--- src/rtl/muldiv_sequencer.sv ---
// muldiv_sequencer: iterative 32x32 multiply/divide unit with HI/LO registers,
// one bit per cycle, producing results 33 edges after an operation is accepted.
module muldiv_sequencer (
  input  logic        clock,
  input  logic        reset,
  input  logic        start,
  input  logic [2:0]  op,
  input  logic [31:0] rs,
  input  logic [31:0] rt,
  input  logic        read_req,
  input  logic        read_sel,
  output logic [31:0] read_data,
  output logic        busy,
  output logic        stall,
  output logic        done,
  output logic        div_by_zero
);
  typedef enum logic [1:0] {IDLE, RUN, FIX} state_t;
  state_t      state_q, state_d;
  logic [5:0]  cnt_q, cnt_d;
  logic        is_div_q, is_div_d;
  logic        neg_q, neg_d;
  logic        rneg_q, rneg_d;
  logic        dbz_q, dbz_d;
  logic [31:0] a_q, a_d;
  logic [63:0] acc_q, acc_d;
  logic [31:0] hi_q, hi_d;
  logic [31:0] lo_q, lo_d;
  logic        done_q, done_d;
  logic        dbz_out_q, dbz_out_d;
  logic        sa, sb, zero;
  logic [31:0] abs_rs, abs_rt;
  logic [32:0] sum, sh;
  logic        ge;
  logic [63:0] mul_step, div_step, prod;
  assign sa = !op[0] && rs[31];
  assign sb = !op[0] && rt[31];
  assign abs_rs = sa ? -rs : rs;
  assign abs_rt = sb ? -rt : rt;
  assign zero = op[1] && (rt == 32'd0);
  // acc holds {partial product, remaining multiplier} or {remainder, dividend/quotient}
  assign sum = {1'b0, acc_q[63:32]} + {1'b0, acc_q[0] ? a_q : 32'd0};
  assign mul_step = {sum, acc_q[31:1]};
  assign sh = {acc_q[63:32], acc_q[31]};
  assign ge = sh >= {1'b0, a_q};
  assign div_step = {ge ? sh[31:0] - a_q : sh[31:0], acc_q[30:0], ge};
  assign prod = neg_q ? -acc_q : acc_q;
  assign busy = state_q != IDLE;
  assign stall = busy && (read_req || start);
  assign read_data = read_sel ? lo_q : hi_q;
  assign done = done_q;
  assign div_by_zero = dbz_out_q;
  always_comb begin
    state_d = state_q;
    cnt_d = cnt_q;
    is_div_d = is_div_q;
    neg_d = neg_q;
    rneg_d = rneg_q;
    dbz_d = dbz_q;
    a_d = a_q;
    acc_d = acc_q;
    hi_d = hi_q;
    lo_d = lo_q;
    done_d = 1'b0;
    dbz_out_d = 1'b0;
    case (state_q)
      IDLE: if (start && !op[2]) begin
        is_div_d = op[1];
        dbz_d = zero;
        neg_d = !zero && (sa ^ sb);
        rneg_d = !zero && op[1] && sa;
        a_d = op[1] ? abs_rt : abs_rs;
        acc_d = zero ? {rs, 32'hFFFF_FFFF} : {32'd0, op[1] ? abs_rs : abs_rt};
        cnt_d = 6'd0;
        state_d = zero ? FIX : RUN;
      end
      RUN: begin
        acc_d = is_div_q ? div_step : mul_step;
        cnt_d = cnt_q + 6'd1;
        state_d = (cnt_q == 6'd31) ? FIX : RUN;
      end
      FIX: begin
        hi_d = is_div_q ? (rneg_q ? -acc_q[63:32] : acc_q[63:32]) : prod[63:32];
        lo_d = is_div_q ? (neg_q ? -acc_q[31:0] : acc_q[31:0]) : prod[31:0];
        done_d = 1'b1;
        dbz_out_d = dbz_q;
        state_d = IDLE;
      end
      default: state_d = IDLE;
    endcase
  end
  always_ff @(posedge clock or posedge reset) begin
    if (reset) begin
      state_q <= IDLE;
      cnt_q <= 6'd0;
      is_div_q <= 1'b0;
      neg_q <= 1'b0;
      rneg_q <= 1'b0;
      dbz_q <= 1'b0;
      a_q <= 32'd0;
      acc_q <= 64'd0;
      hi_q <= 32'd0;
      lo_q <= 32'd0;
      done_q <= 1'b0;
      dbz_out_q <= 1'b0;
    end else begin
      state_q <= state_d;
      cnt_q <= cnt_d;
      is_div_q <= is_div_d;
      neg_q <= neg_d;
      rneg_q <= rneg_d;
      dbz_q <= dbz_d;
      a_q <= a_d;
      acc_q <= acc_d;
      hi_q <= hi_d;
      lo_q <= lo_d;
      done_q <= done_d;
      dbz_out_q <= dbz_out_d;
    end
  end
endmodule

--- config.mk ---
export PLATFORM = sky130hd
export DESIGN_NAME = muldiv_sequencer
export DESIGN_NICKNAME = d
export VERILOG_FILES = /design/src/rtl/muldiv_sequencer.sv
export SDC_FILE = /design/constraint.sdc
export NUM_CORES = 1
export LEC_CHECK = 0
export CELL_PAD_IN_SITES_DETAIL_PLACEMENT = 0
export CELL_PAD_IN_SITES_GLOBAL_PLACEMENT = 1
export CORE_MARGIN = 8
export CORE_UTILIZATION = 49
export CTS_CLUSTER_SIZE = 20
export DETAILED_ROUTE_END_ITERATION = 12
export DONT_BUFFER_PORTS = 1
export GPL_TIMING_DRIVEN = 1
export PLACE_DENSITY_LB_ADDON = 0.1
export RECOVER_POWER = 25
export SLEW_MARGIN = 25
export SYNTH_ARGS = -nofsm -noshare
export SYNTH_HDL_FRONTEND = slang
export SYNTH_SLANG_ARGS = --single-unit
--- constraint.sdc ---
create_clock -name clock -period 6.4 [get_ports clock]
set_input_delay 0.96 -clock clock [delete_from_list [all_inputs] [get_ports clock]]
set_output_delay 0.96 -clock clock [all_outputs]
set_load 0.005 [all_outputs]
# --- Yosys cells after proc, flatten, opt, wreduce, memory -nomap -nowiden ---
# Index checks and enable logic that the tools add are counted.
word_totals:
  reg_bits: 174
  in_bits: 72
  output_inout_bits: 36
classes:
  add_sub_neg: 8
  n_lt_le_gt_ge: 1
  eq_ne: 4
  n_mux: 24
  bitwise_logic: 1
  reduce_logical: 18
ops:
  columns: ["cell", "n"]
  rows:
  - ["$mux W32", 11]
  - ["$mux W64", 4]
  - ["$neg A32 Y32", 4]
  - ["$pmux W64 S2", 1]
  - ["$neg A64 Y64", 1]
  - ["$add A32 B32 Y33", 1]
  - ["$ge A33 B32 Y1", 1]
  - ["$logic_not A32 Y1", 1]
  - ["$sub A32 B32 Y32", 1]
  - ["$pmux W6 S2", 1]
  - ["$logic_and A1 B1 Y1", 8]
  - ["$add A6 B1 Y6 const B", 1]
  - ["$eq A6 B5 Y1 const B", 1]
  - ["$mux W2", 3]
  - ["$mux W6", 1]
  - ["$pmux W2 S2", 1]
  - ["$reduce_and A2 Y1", 2]
  - ["$reduce_bool A2 Y1", 2]
  - ["$logic_not A1 Y1", 3]
  - ["$eq A2 B1 Y1 const B", 1]
  - ["$eq A2 B2 Y1 const B", 1]
  - ["$logic_not A2 Y1", 1]
  - ["$mux W1", 2]
  - ["$ne A2 B2 Y1 const B", 1]
  - ["2 further kinds", 2]

# --- Longest topological paths before layout ---
depth:
  ltp_word: 7
  mapped_depth: 14

# --- Worst setup path before layout ---
# OpenSTA, ideal clock, no wires.
synth_timing:
  path_type: "input port to flip-flop"
  start: "input port rt[1]"
  end: "register acc_q[50]"
  setup_ns: 0.082
  arrival_time_ns: 3.515
  required_ns: 6.318
  path_slack_ns: 2.803
  stages: 13
  path_buffers: 2
  path_cell_list: "inv_1 > ha_1 > or3b_2 > nor4_2 > nand3_1 > or4_1 > clkbuf_1 > nor2_1 > buf_2 > nand3_1 > nand3_1 > o21ai_1 > a31oi_1"
synth_via:
  elab_chain_len: 5
synth_rtl:
  columns: ["item", "line_no", "rtl"]
  rows:
  - ["start: declaration", "9", "input logic [31:0] rt,"]
  - ["$logic_not A32 Y1", "40", "assign zero = op[1] && (rt == 32'd0);"]
  - ["$logic_and A1 B1 Y1", "40", null]
  - ["$mux W64", "73", "acc_d = zero ? {rs, 32'hFFFF_FFFF} : {32'd0, op[1] ? abs_rs : abs_rt};"]
  - ["$mux W64", "67", "IDLE: if (start && !op[2]) begin"]
  - ["$pmux W64 S2", "66", "case (state_q)"]
  - ["end signal: assignment", "101", "acc_q <= 64'd0;"]
  - ["end signal: assignment", "114", "acc_q <= acc_d;"]
  - ["end: declaration", "26", "logic [63:0] acc_q, acc_d;"]
# No other way between the ends. The select of a mux whose other input is x is not followed.
# A chain may end at the register's enable or synchronous reset.

==> summary by stage <==
Global route
Entering global routing, the biggest net connects 117 pins. The number of antenna violations at the first check in global routing is 0. Global routing consumed, over all layers together, 30.76% of the routing resources. The total overflow left after global routing is 0. The wire length of the first global-routing pass is between 80 and 90 mm. The number of global-route vias before repair was 14150.

Finish
The count of nets after finishing is 1995. The area added between synthesis and finish is 5.056%. The multi-input combinational cells in the finished layout cover a total of 0.01014 mm^2.

Leaving out filler cells and counting taps, the final layout contains 2262. In the layout the commonest cells are nand2_1 (224), dfrtp_1 (173), o21ai_0 (171), a21oi_1 (153), nor2_1 (140). The sequential cells in the finished layout cover a total of 0.004355 mm^2.

The leading cell type in the layout, fill and taps excluded is nand2_1. The fraction of layout instances using a drive strength above 1 is 6.488%. The utilization of the core after routing is 52.27%. The number of filler instances in the final layout is 2992.

Clock tree
The H-tree depth is 4. The number of buffers created by CTS is 17. The number of cells upsized or downsized after cts is 0. Clock latency on the worst-skew pair, taken at its later pin, is between 400 and 500 ps. The clock drives 174 sinks.

The longest clock path from root to sink contains 2 buffers. The clock transition time at the flip-flop clock pins of the worst setup and hold paths is 80 ps. The post-CTS setup repair buffer count is 0. The TritonCTS clock tree is yes. Clock tree synthesis selected as its root buffer the cell clkbuf_16.

Hold repair after CTS inserted 0 buffers.

Timing
The transition at the pin with the smallest max-transition slack is 3708 ps. Setup violations remaining at the end of the flow were counted as 0. The worst slew margin relative to its limit is -148.5%. In the final timing run, aggregate negative setup slack is 0 ps. Subtracting the final worst setup slack from the clock period gives 4543 ps. Timing would allow up to 0.2201 GHz. Setup repair after global routing left no endpoint under its margin. The fraction of the cycle the final worst path needs is 70.98%.

The final-report max-slew violation count is 109. The final hold slack is 478.3 ps. Across all setup checks in the final design, the least slack found is 1857 ps.

The count of endpoints failing hold in the final timing report was 0. The setup clock skew after layout is 18.37 ps.

Placement
The weighted congestion at the end of routability-driven global placement is 0.9380. The HPWL after detailed placement is 43.48 mm. At the placement stage, the worst setup path has a slack of roughly 1900 ps.

Buffers placed on the I/O ports in this run total 0. Once placement completed, the tool counted placed cells totaling 2229.

Floorplanning
The effective utilization at floorplan is 49.75%. The total I/O pin count is ~110. The floorplan has 64 rows.

The area of the placeable core is 0.03059 mm^2. The die is 192.2 um tall. From left edge to right edge, the die measures 192.2 um. The die covers 0.03696 mm^2.

Job
Max-cap violations in this run came to 2.

Setup path
The critical-path maximum fanout is 74. The worst register-to-register path has a depth of 13. Traced cell by cell, the critical path runs through clkinvlp_2 > clkbuf_1. For this design, the slowest cell found on the critical path is clkinvlp_2. The critical path endpoint category is an async pin. Data on the critical path is required at its endpoint by 6450 ps. The critical path data arrival time is 4590 ps. The type of the worst setup path is in -> async.

The endpoint identified for the worst register-to-register timing path is acc_q[60]. The startpoint kind of the worst setup timing path is an input pin. Counting both buffers and inverters, the worst setup path holds a total of 2. The worst-case register-to-register setup slack is 2190 ps. The family of cells with the greatest summed delay on the critical path is buffers and inverters.

On the worst path, the slowest cell contributes a delay of 2020 ps. The launch instance of the worst register-to-register path is acc_q[31].

Outcome
The run finished, with violations left. The final reports fail on max-capacitance violations, max-slew violations.

Worst hold path
The worst hold path depth is 2. The startpoint of the worst hold path is hi_q[5]. The destination of the worst hold path is hi_q[5]. The type of the worst min-delay path is reg -> reg.

Synth
Counting every net in the synthesized netlist gives 2084. For this run, the number of Yosys warnings is 0. Synthesis handed over a netlist of around 1900 instances.

The count of flip-flops with a built-in enable after synthesis is 0. After synthesis, the share of flip-flops with an asynchronous set or reset is 100.0%. The flip-flop and latch count after synthesis is 174. Among all flip-flop cells after synthesis, the most frequent one is dfrtp_1.

The post-synthesis cell area is 0.01522 mm^2. Counting distinct cell types in the post-synthesis netlist gives 77. After synthesis, flip-flops and latches occupy 28.61% of the total area.

After synthesis, the mean cell area works out to 7.841 um^2.

Detailed routing
The count of nets left with antenna violations once routing finished came out at 0. After detailed routing, the number of remaining DRC violations is 0. The detail-routed net length per standard cell is ~25 um.

Summed over all layers, the routed wires come to 56.76 mm. Detailed routing inserted a total of 14725 vias. The first detailed-routing pass ran for 7 iterations. After detailed routing, the number of vias per cell comes to ~6.5. The detailed router finished its first iteration with 1432 violations.

Power
Power spread over the standard cell area amounts to 567.7 mW/mm^2. For this design the static power due to leakage is 6.690 nW. The peak supply drop is 0.0002987 V.
final cells by class:
type	count	share of cell area (%)
multi-input combinational	1569	63.42
sequential	174	27.24
tap	396	3.099
clock buffer	17	2.661
inverter	68	1.604
timing repair buffer	22	1.009
clock inverter	15	0.9469
antenna	1	0.01565
per-stage QoR:
stage | instance area, um^2 | total power, mW
final | 15990 | 9.078
after global routing | 15990 | 9.722
after CTS | 16000 | 8.992
after detailed placement | 15420 | 7.921
after global placement | 15420 | 7.894
after floorplan | 15220 | 6.140
cell usage after synthesis, drive strengths merged, types with 7 or more instances:
cell / n / area, um^2
a211oi: 34 / 255.2
dfrtp: 174 / 4354
a31oi: 30 / 187.7
o21a: 15 / 112.6
mux2i: 40 / 400.4
o211ai: 37 / 277.8
nor4: 23 / 162.7
inv: 67 / 251.5
o31ai: 24 / 193.9
and2: 10 / 62.56
o41ai: 12 / 123.9
or4: 12 / 97.59
and3: 25 / 156.4
nand2b: 16 / 100.1
nand2: 224 / 840.8
a21oi: 155 / 783.3
nor2b: 19 / 118.9
xnor2: 85 / 744.5
clkbuf: 110 / 412.9
mux2: 33 / 371.6
ha: 69 / 863.3
nand4: 7 / 43.79
buf: 20 / 87.58
a21o: 25 / 187.7
nor3: 42 / 210.2
o22ai: 10 / 62.56
o21ai: 215 / 1076
a311oi: 12 / 105.1
a221o: 8 / 80.08
nand3: 45 / 225.2
a22oi: 8 / 60.06
nor2: 144 / 548.0
or3: 16 / 105.1
o221ai: 12 / 105.1
xor2: 82 / 718.2
how the worst max path moves through the flow:
| stage | start | end | cells past startpoint |
|---|---|---|---|
| 6_report | reset | is_div_q | 2 |
| 5_1_grt | reset | is_div_q | 2 |
| 4_1_cts | acc_q[31] | acc_q[60] | 13 |
| 3_5_place_dp | rt[1] | acc_q[61] | 11 |
| 3_3_place_gp | rt[1] | acc_q[61] | 11 |
| 2_1_floorplan | reset | a_q[0] | 1 |
registers in the layout, indices dropped and copies added (netlist names):
register,flops
a_q,32
state_q,2
is_div_q,1
acc_q,64
div_by_zero,1
hi_q,32
neg_q,1
rneg_q,1
cnt_q,6
dbz_q,1
lo_q,32
done,1
routing by layer:
layer | vias up | global-route usage, % | share of wire (%)
li1 | 6889 | - | -
met1 | 7127 | 38.67 | 41
met2 | 571 | 50.64 | 47
met3 | 138 | 4.666 | 6.2
met4 | 0 | 15.63 | 5.2
met5 | - | 0 | 0
cell families (layout without fill, tap and decap cells):
group	after synthesis	count (layout)	share of synthesized area, %
AOI/OAI and AO/OA	652	652	27.03
xor gates and xnor gates	167	167	9.610
adders and majority gates	71	71	5.936
buffers and inverters	198	122	4.965
DFF	174	174	28.61
muxes	73	73	5.072
other	0	1	0
and+or+nand+nor	606	606	18.78
power breakdown:
part	internal [mW]	switching, mW	leakage (nW)
logic	2.25	3.68	4.17
registers	1.43	0.666	2.24
clock network	0.519	0.533	0.282
Power figures use the tool's default switching activity.
==> edit 1 (same settings) <==
The 3 states of `state_t` get a one-hot encoding in 3 bits.
--- a/src/rtl/muldiv_sequencer.sv
+++ b/src/rtl/muldiv_sequencer.sv
@@ -15,7 +15,7 @@
   output logic        done,
   output logic        div_by_zero
 );
-  typedef enum logic [1:0] {IDLE, RUN, FIX} state_t;
+  typedef enum logic [2:0] {IDLE = 3'b001, RUN = 3'b010, FIX = 3'b100} state_t;
   state_t      state_q, state_d;
   logic [5:0]  cnt_q, cnt_d;
   logic        is_div_q, is_div_d;
Formal check against the unedited RTL: no difference found for any inputs over 4 cycles, from zero or initial values and one cycle with reset high; so few cycles prove little.
==> edit 1 against the unedited design <==
The run still ends with max-capacitance violations, max-slew violations left; largest cell class unchanged; total power fell by 12%; final area down 0.16%; highest routed layer unchanged; synthesized area barely moved; sequential cell count rose by 1; first-iteration DRC count is 6.4% lower; routed wire length fell by 1.2%; count of clock-buffer cells in the layout rose by 2; die area barely moved; setup slack better by 0.72 ns.
==> edit 1: results (changes against the unedited design) <==
* Buffering overhead at 0.705% (-0.30 points)
* Crit path launch: acc_q[55]
* Multi-input logic portion of the cell area at 63.6% (+0.19 points)
* Status: complete, but fails checks
* Post-DP HPWL at 43000 microns (-1.0%)
* Synth top cells by count: o21ai_0, nand2_1, dfrtp_1
* Clock buffers at 19 (+2)
* Unique cell type count in the Yosys netlist at 80 (+3.9%)
* Relative slew slack at -161% (-12 points)
* Initial DRC Count at 1340 (-6.4%)
* Met1 usage at 39.1% (+0.38 points)
* Clock-cell share at 3.57% (-0.034 points)
* Largest cells by area after synthesis: dfrtp_1, o21ai_0, xor2_1
* Non-clock buffers at 15 (-32%)
* Final worst-path cycle share at 59.7% (-11 points)
* Max capacitance violation total at 1 (-1)
* Yosys top cell area share at 28.6% (about the same)
* Cells after Synth at 1916 (-1.3%)
* Pre-Repair DR Iteration Count at 6 (-1)
* Comb_multi_in at 1556 (-0.83%)
* Top-count cell post-synth: o21ai_0
* Vias in the first global route at 13800 (-2.5%)
* Slew Viols, Final at 82 (-25%)
* Reg2Reg Setup Slack at 2.58 ns (+0.39 ns)
* GR Util met3 at 6.47% (+1.8 points)
* Failing checks: max-capacitance violations, max-slew violations
* Cell count after placement at 2208 (-0.94%)
* Wire per inst at 25.0 microns (-0.22%)
* Nets at 1974 (-1.1%)
* Sequential area share after synthesis at 28.8% (+0.16 points)
* Met2 Use GR at 48.5% (-2.2 points)
* Final Skew at 0.0147 ns (-0.00371 ns)
* Gr usage total at 30.5% (-0.26 points)
## edit 1: cell count changes after synthesis, sizes merged, moves of 12 or more
cell    delta
nand2     -24
clkbuf    -23
xor2      +17
xnor2     -13
buf       +12
o211ai    -12
## edit 1: how the worst min path moves through the flow
stage	from	endpoint	slack [ns]	cells past startpoint
3_5_place_dp	lo_q[17]	lo_q[17]	0.46	2
3_3_place_gp	lo_q[13]	lo_q[13]	0.46	2
5_1_grt	hi_q[0]	hi_q[0]	0.50	2
4_1_cts	lo_q[14]	lo_q[14]	0.48	2
6_report	lo_q[1]	lo_q[1]	0.48	2
2_1_floorplan	dbz_q	dbz_q	0.44	1
## edit 1: power groups by stage
stage / combinational (mW) / clock [mW] / sequential, mW
after floorplan: 3.66 / 0 / 1.69
after global placement: 4.84 / 0 / 2.03
after detailed placement: 4.85 / 0 / 2.04
after CTS: 4.87 / 1.07 / 2.02
after global routing: 5.36 / 1.11 / 2.08
final: 4.92 / 1.05 / 2.05
## edit 1: worst max-delay path, cell delays in order, from the launching register on
cell and delay [ns]:
dfrtp_1 0.63, ha_1 0.43, a21oi_1 0.29, o21ai_0 0.22, a221oi_1 0.37, a41oi_1 0.25, nor2_4 0.14, buf_4 0.48
mux2_2 0.40, a222oi_1 0.30, o21ai_0 0.13
## edit 1: cell families (layout without fill, tap and decap cells)
group	Yosys count	in the layout	synth area share, %
AOI/OAI and AO/OA	622	622	25.2
xor gates and xnor gates	171	171	9.84
adders and majority gates	71	71	5.93
buffers and inverters	185	113	4.70
DFF	175	175	28.8
muxes	90	90	6.26
and+or+nand+nor	602	602	19.3
## edit 1: routing by layer
layer,share of wire [%],up-vias
met2,46,616
met1,41,6968
met5,0,-
li1,-,6777
met4,5.1,0
met3,8.2,148
==> edit 2 (same flow settings) <==
Without the edit above. Make the reset (`reset`) synchronous in one clocked block.
--- a/src/rtl/muldiv_sequencer.sv
+++ b/src/rtl/muldiv_sequencer.sv
@@ -89,7 +89,7 @@
       default: state_d = IDLE;
     endcase
   end
-  always_ff @(posedge clock or posedge reset) begin
+  always_ff @(posedge clock) begin
     if (reset) begin
       state_q <= IDLE;
       cnt_q <= 6'd0;
Behaviour: differs if reset is asserted again (counterexample within 4 cycles, from zero or initial values and one cycle with reset high); with reset held inactive, the same outputs for 4 cycles.
==> edit 2 against the unedited design <==
Non-clock buffer count up 6; largest cell class unchanged; final area is 2.5% lower; first-iteration DRC count increased by 13%; synthesized area down 2.7%; routed wire length rose by 2.5%; core utilization rose by 0.20 points; the flow still finishes with violations (max-capacitance violations, max-slew violations); setup slack lost 0.21 ns; sequential cell count unchanged; sequential share of layout area fell by 4.9 points; die area is 2.5% lower.
Power is not compared: it rests on default switching activity, and its combinational part moved more than twofold at a synthesized area within 25%.
==> edit 2: results (changes against the unedited design) <==
* Wire per inst at 24.9 microns (-0.79%)
* TritonCTS Buffers at 17 (unchanged)
* Port buffer count at 0 (unchanged)
* Largest cells by area after synthesis: dfxtp_1, a21oi_1, nor2_1
* Worst vdd ir at 0.000205 V
* Slowest cell on the critical path: clkbuf_1
* Pre-Repair DR Iteration Count at 6 (-1)
* Share of cells above drive strength 1 at 5.34% (-1.1 points)
* Max capacitance violation total at 2 (unchanged)
* Slew Viols, Final at 73 (-33%)
* Sw Ratio at 38.5%
* Initial DRC Count at 1624 (+13%)
* WP data arrival at 5.09 ns (+0.50 ns)
* Failing checks: max-capacitance violations, max-slew violations
* Synth top cells by count: nor2_1, a21oi_1, nand2_1
* Primary FF master, synth: dfxtp_1
* Vias in the first global route at 14300 (+0.80%)
* Sequential area share after synthesis at 23.5% (-5.1 points)
* Vias at 15200 (+3.5%)
* Most flops, register: acc_q
* Clock-pin slew on the worst setup and hold paths at 0.08 ns (about the same)
* Critical Path Max Stage Delay at 1.72 ns (-0.30 ns)
* Final Skew at 0.0119 ns (-0.00649 ns)
* Relative slew slack at -61.9% (+87 points)
* Largest net degree at the start of global routing at 174 (+49%)
* Cts repair resizes at 0 (unchanged)
* Number of flip-flops in the largest register at 64 (unchanged)
* Dpl ws at 2.02 ns (+0.163 ns)
* Filler cells at 2979 (-0.43%)
* Post-DP HPWL at 44700 microns (+2.9%)
* Status: complete, but fails checks
* Nets at 2077 (+4.1%)
* Postcts setup bufs at 0 (unchanged)
* Routability congestion estimate from global placement at 0.973 (+3.7%)
* Initial antenna violation count at 3 (+3)
* Leakage at 5.80 nW
* Gr usage total at 31.6% (+0.82 points)
* First-pass GRT wire length at 87900 microns (+1.7%)
* Async S/R FF share, synth at 0% (-100 points)
* Syn. warnings at 0 (unchanged)
* Syn_nets at 2169 (+4.1%)
* Worst-path fanout max at 46 (-38%)
* Unique cell type count in the Yosys netlist at 76 (-1.3%)
-- edit 2: changes by cell type in the layout (fill, tap and decap cells not counted), sizes merged, moves of 46 or more --
| cell | change |
|---|---|
| nor2 | +91 |
| dfrtp | -174 |
| dfxtp | +174 |
| a211oi | +46 |
| o21ai | -88 |
| a21oi | +59 |
-- edit 2: power by group through the flow --
stage / clock (mW) / combinational (mW) / sequential [mW]
global route: 1.15 / 1.23 / 1.23
floorplan: 0 / 0.849 / 1.19
CTS: 1.10 / 1.10 / 1.21
finish: 1.09 / 1.13 / 1.22
global placement: 0 / 1.10 / 1.24
detailed placement: 0 / 1.10 / 1.24
-- edit 2: kinds of logic after synthesis --
family          count (synthesis)  share of synthesized area [%]
simple gates                  674                           21.3
compound gates                655                           28.1
buf+inv                       205                           5.29
flops                         174                           23.5
xor+xnor                      164                           9.70
mux                            83                           6.00
fa+ha+maj                      71                           6.10
-- edit 2: worst min-delay path, delay by kind of cell, from the launching register on --
kind | cells | cell delay, ns
DFF | 1 | 0.31
and+or+nand+nor | 1 | 0.05
AOI/OAI and AO/OA | 1 | 0.05
-- edit 2: layout make-up --
| cell class | instances | area, sq um | share of cell area [%] |
|---|---|---|---|
| Clock inverter | 13 | 153 | 0.979 |
| Multi-Input combinational cell | 1647 | 10600 | 67.8 |
| Sequential cell | 174 | 3480 | 22.3 |
| Timing Repair Buffer | 28 | 206 | 1.32 |
| Tap cell | 390 | 488 | 3.13 |
| Inverter | 66 | 248 | 1.59 |
| Antenna cell | 1 | 2.50 | 0.0161 |
| Clock buffer | 19 | 443 | 2.84 |
-- edit 2: final timing paths --
path / end / startpoint / slack (ns) / cells past startpoint
worst max-delay path: acc_q[45] / state_q[1] / 1.65 / 10
worst max register to register: acc_q[45] / state_q[1] / 1.65 / 10
worst min-delay path: hi_q[3] / hi_q[3] / 0.44 / 2
worst min register to register: hi_q[3] / hi_q[3] / 0.44 / 2
-- edit 2: layer usage --
layer  track usage [%]  share of wire (%)
met5                 0              0.053
met4              15.2                4.7
met3              8.29                9.5
met2              48.4                 44
met1              40.7                 42
-- edit 2: metrics by stage --
step / instance area, sq um / util [%] / cells
2_1_floorplan: 14800 / - / 2026
5_1_grt: 15600 / 52.5 / 2337
6_report: 15600 / 52.5 / 2338
3_5_place_dp: 15000 / 50.5 / 2305
4_1_cts: 15600 / 52.5 / 2337
3_3_place_gp: 15000 / 50.5 / 2305
